===== config.mk =====
export PLATFORM = sky130hd
export DESIGN_NAME = sram_arbiter
export DESIGN_NICKNAME = d
export VERILOG_FILES = /design/src/rtl/sram_arb_pkg.sv /design/src/rtl/sram_slot_timer.sv /design/src/rtl/sram_arbiter.sv
export SDC_FILE = /design/constraint.sdc
export NUM_CORES = 1
export LEC_CHECK = 0
export CORE_MARGIN = 1
export CORE_UTILIZATION = 37
export DETAILED_ROUTE_END_ITERATION = 8
export GPL_TIMING_DRIVEN = 0
export MAX_ROUTING_LAYER = met4
export PLACE_DENSITY = 0.83
export SETUP_SLACK_MARGIN = 0.2
export SLEW_MARGIN = 30
export SYNTH_ARGS = -nofsm -noshare
export SYNTH_HDL_FRONTEND = slang
export SYNTH_SLANG_ARGS = --single-unit

===== constraint.sdc =====
create_clock -name clk24 -period 2.4 [get_ports clk24]
set_input_delay 0.24 -clock clk24 [delete_from_list [all_inputs] [get_ports clk24]]
set_output_delay 0.24 -clock clk24 [all_outputs]
set_load 0.02 [all_outputs]

===== src/rtl/sram_arb_pkg.sv =====
// Shared types and constants for the SRAM time-slot arbiter.
package sram_arb_pkg;

  // Who owns the slot currently on the bus
  typedef enum logic [1:0] {VIDEO, CPU, AUX, IDLE} owner_t;

  // phase[0] value of the address and data cycles of a slot
  localparam logic ADDR_PH = 1'b0;
  localparam logic DATA_PH = 1'b1;

  localparam int STARVE_LIMIT_DEF = 4;

endpackage


===== src/rtl/sram_slot_timer.sv =====
// 8-phase ring counter for the SRAM bus, plus the video slot markers.
// phase_nxt is exposed so the arbiter can act on the edge that enters
// each phase. The first edge after reset re-enters phase 0 so that slot 0
// is started cleanly.
module sram_slot_timer
  import sram_arb_pkg::*;
(
  input  logic       clk24,
  input  logic       reset,
  input  logic       retrace,
  output logic [2:0] phase,
  output logic [2:0] phase_nxt,
  output logic       video_slice,
  output logic       pipe_ab
);

  logic run;

  assign phase_nxt = run ? phase + 3'd1 : 3'd0;

  // Advance the ring; video ownership is only re-evaluated on address edges
  always_ff @(posedge clk24) begin
    if (reset) begin
      run         <= 1'b0;
      phase       <= 3'd0;
      video_slice <= 1'b0;
      pipe_ab     <= 1'b0;
    end else begin
      run     <= 1'b1;
      phase   <= phase_nxt;
      pipe_ab <= phase_nxt[2];
      if (phase_nxt[0] == ADDR_PH)
        video_slice <= !phase_nxt[1] && !retrace;
    end
  end

endmodule


===== src/rtl/sram_arbiter.sv =====
// Shared 8-bit SRAM slot scheduler: video in slots 0/2, CPU and aux in 1/3.
// Optional feature macro: SRAM_ARB_AUX_EN enables the aux port, retrace
// donation of video slots and the aux starvation counter.
module sram_arbiter
  import sram_arb_pkg::*;
#(
  parameter int STARVE_LIMIT = STARVE_LIMIT_DEF
) (
  input  logic        clk24,
  input  logic        reset,
  input  logic        retrace,
  input  logic [15:0] vid_addr,
  output logic        video_slice,
  output logic        pipe_ab,
  output logic [2:0]  phase,
  input  logic        cpu_req,
  input  logic        cpu_we,
  input  logic [15:0] cpu_addr,
  input  logic [7:0]  cpu_wdata,
  output logic        cpu_ack,
  output logic [7:0]  cpu_rdata,
  input  logic        aux_req,
  input  logic        aux_we,
  input  logic [15:0] aux_addr,
  input  logic [7:0]  aux_wdata,
  output logic        aux_ack,
  output logic [7:0]  aux_rdata,
  input  logic [7:0]  SRAM_DQ,
  output logic [15:0] SRAM_ADDR,
  output logic [7:0]  SRAM_WDATA,
  output logic        SRAM_WE_N,
  output logic        SRAM_OE_N
);

  logic [2:0] phase_nxt;
  owner_t     grant, owner;
  logic       acc_we;
  logic       aux_ok, starved;
  logic       aux_ack_q;
  logic [7:0] aux_rdata_q;
  logic       addr_edge, req_slot;

  sram_slot_timer u_timer (
    .clk24       (clk24),
    .reset       (reset),
    .retrace     (retrace),
    .phase       (phase),
    .phase_nxt   (phase_nxt),
    .video_slice (video_slice),
    .pipe_ab     (pipe_ab)
  );

  assign addr_edge = (phase_nxt[0] == ADDR_PH);
  assign req_slot  = phase_nxt[1];   // slots 1 and 3

`ifdef SRAM_ARB_AUX_EN
  localparam logic [3:0] LIMIT = 4'(STARVE_LIMIT);
  logic [3:0] starve_cnt;

  assign aux_ok    = aux_req;
  assign starved   = (starve_cnt == LIMIT);
  assign aux_ack   = aux_ack_q;
  assign aux_rdata = aux_rdata_q;

  // Count CPU wins while aux waits; any aux win or idle aux clears it
  always_ff @(posedge clk24) begin
    if (reset)
      starve_cnt <= 4'd0;
    else if (!aux_req)
      starve_cnt <= 4'd0;
    else if (addr_edge && grant == AUX)
      starve_cnt <= 4'd0;
    else if (addr_edge && grant == CPU && !starved)
      starve_cnt <= starve_cnt + 4'd1;
  end
`else
  logic unused_aux;

  assign aux_ok     = 1'b0;
  assign starved    = 1'b0;
  assign aux_ack    = 1'b0;
  assign aux_rdata  = 8'h00;
  assign unused_aux = ^{aux_req, aux_ack_q, aux_rdata_q, 4'(STARVE_LIMIT)};
`endif

  // Owner of the slot that starts on the coming address edge
  always_comb begin
    grant = IDLE;
    if (!req_slot)
      grant = retrace ? (aux_ok ? AUX : IDLE) : VIDEO;
    else if (cpu_req && !(starved && aux_ok))
      grant = CPU;
    else if (aux_ok)
      grant = AUX;
  end

  // Address edge: retire the finishing slot (ack + read data), launch the next.
  // Data edge: pulse the write strobe for requester writes.
  always_ff @(posedge clk24) begin
    if (reset) begin
      owner       <= IDLE;
      acc_we      <= 1'b0;
      cpu_ack     <= 1'b0;
      cpu_rdata   <= 8'h00;
      aux_ack_q   <= 1'b0;
      aux_rdata_q <= 8'h00;
      SRAM_ADDR   <= 16'h0000;
      SRAM_WDATA  <= 8'h00;
      SRAM_WE_N   <= 1'b1;
      SRAM_OE_N   <= 1'b1;
    end else begin
      cpu_ack   <= 1'b0;
      aux_ack_q <= 1'b0;
      if (addr_edge) begin
        if (owner == CPU) begin
          cpu_ack <= 1'b1;
          if (!acc_we) cpu_rdata <= SRAM_DQ;
        end
        if (owner == AUX) begin
          aux_ack_q <= 1'b1;
          if (!acc_we) aux_rdata_q <= SRAM_DQ;
        end
        SRAM_WE_N <= 1'b1;
        owner     <= grant;
        case (grant)
          VIDEO: begin
            SRAM_ADDR <= vid_addr;
            SRAM_OE_N <= 1'b0;
            acc_we    <= 1'b0;
          end
          CPU: begin
            SRAM_ADDR  <= cpu_addr;
            SRAM_WDATA <= cpu_wdata;
            SRAM_OE_N  <= cpu_we;
            acc_we     <= cpu_we;
          end
          AUX: begin
            SRAM_ADDR  <= aux_addr;
            SRAM_WDATA <= aux_wdata;
            SRAM_OE_N  <= aux_we;
            acc_we     <= aux_we;
          end
          default: begin
            SRAM_OE_N <= 1'b1;
            acc_we    <= 1'b0;
          end
        endcase
      end else if (phase_nxt[0] == DATA_PH) begin
        SRAM_WE_N <= !((owner == CPU || owner == AUX) && acc_we);
      end
    end
  end

endmodule


==> impl_metrics.ini <==
[run_status]
status = finished clean

[sta]
tns_ns = 0
fin_crit_ns = 2.087
max_freq_mhz = 479.0
tightest_slew_ns = 0.5183
clock_skew_ns = 0.007438
report.final.slew_viol_count = 0
grt_setup_unrepaired = false
setup_violations = 0
fin_crit_sh = 0.8698
slew_headroom = 0.6545
final_hold_viol_count = 0

[synthesis]
yosysWarnings = 0
synth_most_common_cell = dfxtp_1
ys_top_cells_by_count = 43 x dfxtp_1, 22 x nand2_1, 18 x a21oi_1
avgSynthCellArea_sq_um = 9.175
netlist_area_sq_um = 2092
synth-seq-cells = 43
synthFlopType = dfxtp_1
ys_types = 34
synth_edf_count = 0
async_flop_share = 0
synth_cells = 228
yosys-top-cells-area = dfxtp_1 41%, a221o_1 7.7%, mux2i_1 7.7%, o211ai_1 5.7%, a21oi_1 4.3%
synth.yosys.seq_area_share = 0.4115
yosysTopAreaCellShare = 0.4115
synth_top_area_cell = dfxtp_1

[clock_network]
cts_htree_levels = 2
cts_buffer_depth = 2
cts_tree = yes
cts_hold_buf = 0
clk_pin_slew_ns = 0.08
clock_latency_ns = 0.30
numClockSinks = 43
cts_inserted_buffers = 5
cts_root_buffer = clkbuf_8

[drt]
totalWireLength_um = 6163
drcViolationCount = 0
dr.first_iter.drc_count = 101
vias_per_cell = 5.159
ant_nets = 0
vias = 2208
wl_per_cell_um = 14.40
first_pass_iters = 5

[min_path]
hold_path.class = flip-flop to flip-flop

[place]
gp_congestion = 0.8514
port_buffers = 108
dp_cells = 416
dp_hpwl_um = 4676

[pwr]
vdd.ir_drop.worst_mv = 0.3885
seqPwrFrac = 0.426
power.density_nw_per_um2 = 537.7
intPower_w = 0.001299
power_leakage_nw = 1.343
switching_share = 0.3038
switchingPower_w = 0.0005669
pwr-share-comb = 0.331
pwr-share-clk = 0.243

[finish]
areaGrowthSynthToFinish_pct = 65.91
layout.nets = 438
stdcell_count = 428
postLayoutCoreUtil = 0.6342
num_antenna_cells = 0
drive_gt1_frac = 0.1208
fillCellCount = 469

[floorplanning]
ioPinCount = 128
die_height_um = 77.20
initial_core_util = 0.3823
die_area_sq_um = 5959
die_x_um = 77.20
core_area_sq_um = 5473
rows = 27

[worst_setup_path]
crit_fanout = 8
cp_top_family = adder cells
cp-start-kind = flip-flop
end_kind = flip-flop
crit_chain = ha_4 > nand2_2 > nand2_1 > o21ai_1 > ha_1 > buf_6 > clkinvlp_4 > buf_2 > o211ai_1 > mux2i_1
critPathSlowestCell = dfxtp_4
worstSetupPathType = flip-flop to flip-flop
max_stage_delay_ns = 0.38
crit_buf_inv = 3
arrival_ns = 2.28
crit_required_ns = 2.59

[grt]
grtUsageTotal = 0.2194
grt_pass1_vias = 2171
grt_max_degree = 14
grt_antenna_before_repair = 0
grt_overflow = 0
grt_pass1_wl_um = 10070

[run]
drv_cap = 0
[worst min-delay path, delay by kind of cell, from the launching register on]
family | cells | cell delay, ns
flops | 1 | 0.31
mux | 1 | 0.05
simple gates | 1 | 0.05
[layer usage]
layer  wire length, um  GRT usage
met5                 0          -
met4               142    0.09434
met3               288    0.03571
met2              3102     0.3735
met1              2631     0.2533
[power groups by stage]
stage / clock network, W / logic [W] / registers [W]
2_1_floorplan: 0 / 0.000246 / 0.000865
3_3_place_gp: 0 / 0.000567 / 0.000807
3_5_place_dp: 0 / 0.000573 / 0.000810
4_1_cts: 0.000463 / 0.000585 / 0.000794
5_1_grt: 0.000493 / 0.000665 / 0.000800
6_report: 0.000454 / 0.000618 / 0.000794
[cells in the final DEF, fill, tap and decap left out, types with 6 or more instances in the layout]
master             n
a21oi_1           17
a221o_1           16
buf_2              7
buf_4             15
buf_6              6
clkbuf_1           8
clkdlybuf4s50_1  108
conb_1             9
dfxtp_1           42
mux2i_1           16
nand2_1           21
nand3_1            8
nand4b_1           8
o211ai_1          16
o21ai_0            8
o31ai_1            9
[final timing paths]
check / startpoint / end / slack, ns / cells past startpoint
worst max register to register: u_timer.phase[0]$_SDFF_PP0_ / SRAM_ADDR[8]$_SDFFE_PP0P_ / 0.31 / 10
worst max-delay path: u_timer.phase[0]$_SDFF_PP0_ / SRAM_ADDR[8]$_SDFFE_PP0P_ / 0.31 / 10
worst min-delay path: SRAM_ADDR[12]$_SDFFE_PP0P_ / SRAM_ADDR[12]$_SDFFE_PP0P_ / 0.46 / 2
worst min register to register: SRAM_ADDR[12]$_SDFFE_PP0P_ / SRAM_ADDR[12]$_SDFFE_PP0P_ / 0.46 / 2
[metrics by stage]
stage	total power [W]	instance area (sq um)	setup slack [ns]	hold WS [ns]
after global placement	0.001374	3293	0.0007019	0.4452
after floorplan	0.001111	2122	0.2107	0.4037
after CTS	0.001842	3407	0.2218	0.4670
after global routing	0.001958	3471	0.1947	0.4825
final	0.001866	3471	0.3125	0.4618
after detailed placement	0.001383	3293	-0.08940	0.4502
[state kept, by name (all words and copies together), names as in the netlist]
| signal | count |
|---|---|
| SRAM_WE_N | 1 |
| owner | 2 |
| acc_we | 1 |
| SRAM_WDATA | 8 |
| u_timer.pipe_ab | 1 |
| SRAM_ADDR | 16 |
| SRAM_OE_N | 1 |
| cpu_ack | 1 |
| cpu_rdata | 8 |
| u_timer.run | 1 |
| u_timer.phase | 2 |
| u_timer.video_slice | 1 |
[cell type report]
cell class                      count  area [sq um]  area share
Inverter                            5         22.52    0.006489
Tap cell                           72         90.09     0.02596
Multi-Input combinational cell    155          1075      0.3097
Clock inverter                      2         12.51    0.003605
Sequential cell                    43         864.6      0.2491
Buffer                             33         225.2     0.06489
Timing Repair Buffer              112          1109      0.3194
Clock buffer                        6         72.57     0.02091
[cell families (layout without fill, tap and decap cells)]
logic type	Yosys count	count (layout)	synth area share
buf+inv	38	158	0.09809
simple gates	53	53	0.1370
mux	16	16	0.07655
other cells	1	9	0.001793
xor+xnor	1	1	0.004187
flops	43	43	0.4115
compound gates	72	72	0.2470
fa+ha+maj	4	4	0.02392
[what timing repair did]
action / CTS / global route
endpoints found under the setup margin: 21 / 21
resized for setup: 10 / 19
setup buffers: 0 / 3
cloned: 0 / 1
pin swaps: 0 / 4
Power figures use the tool's default switching activity.
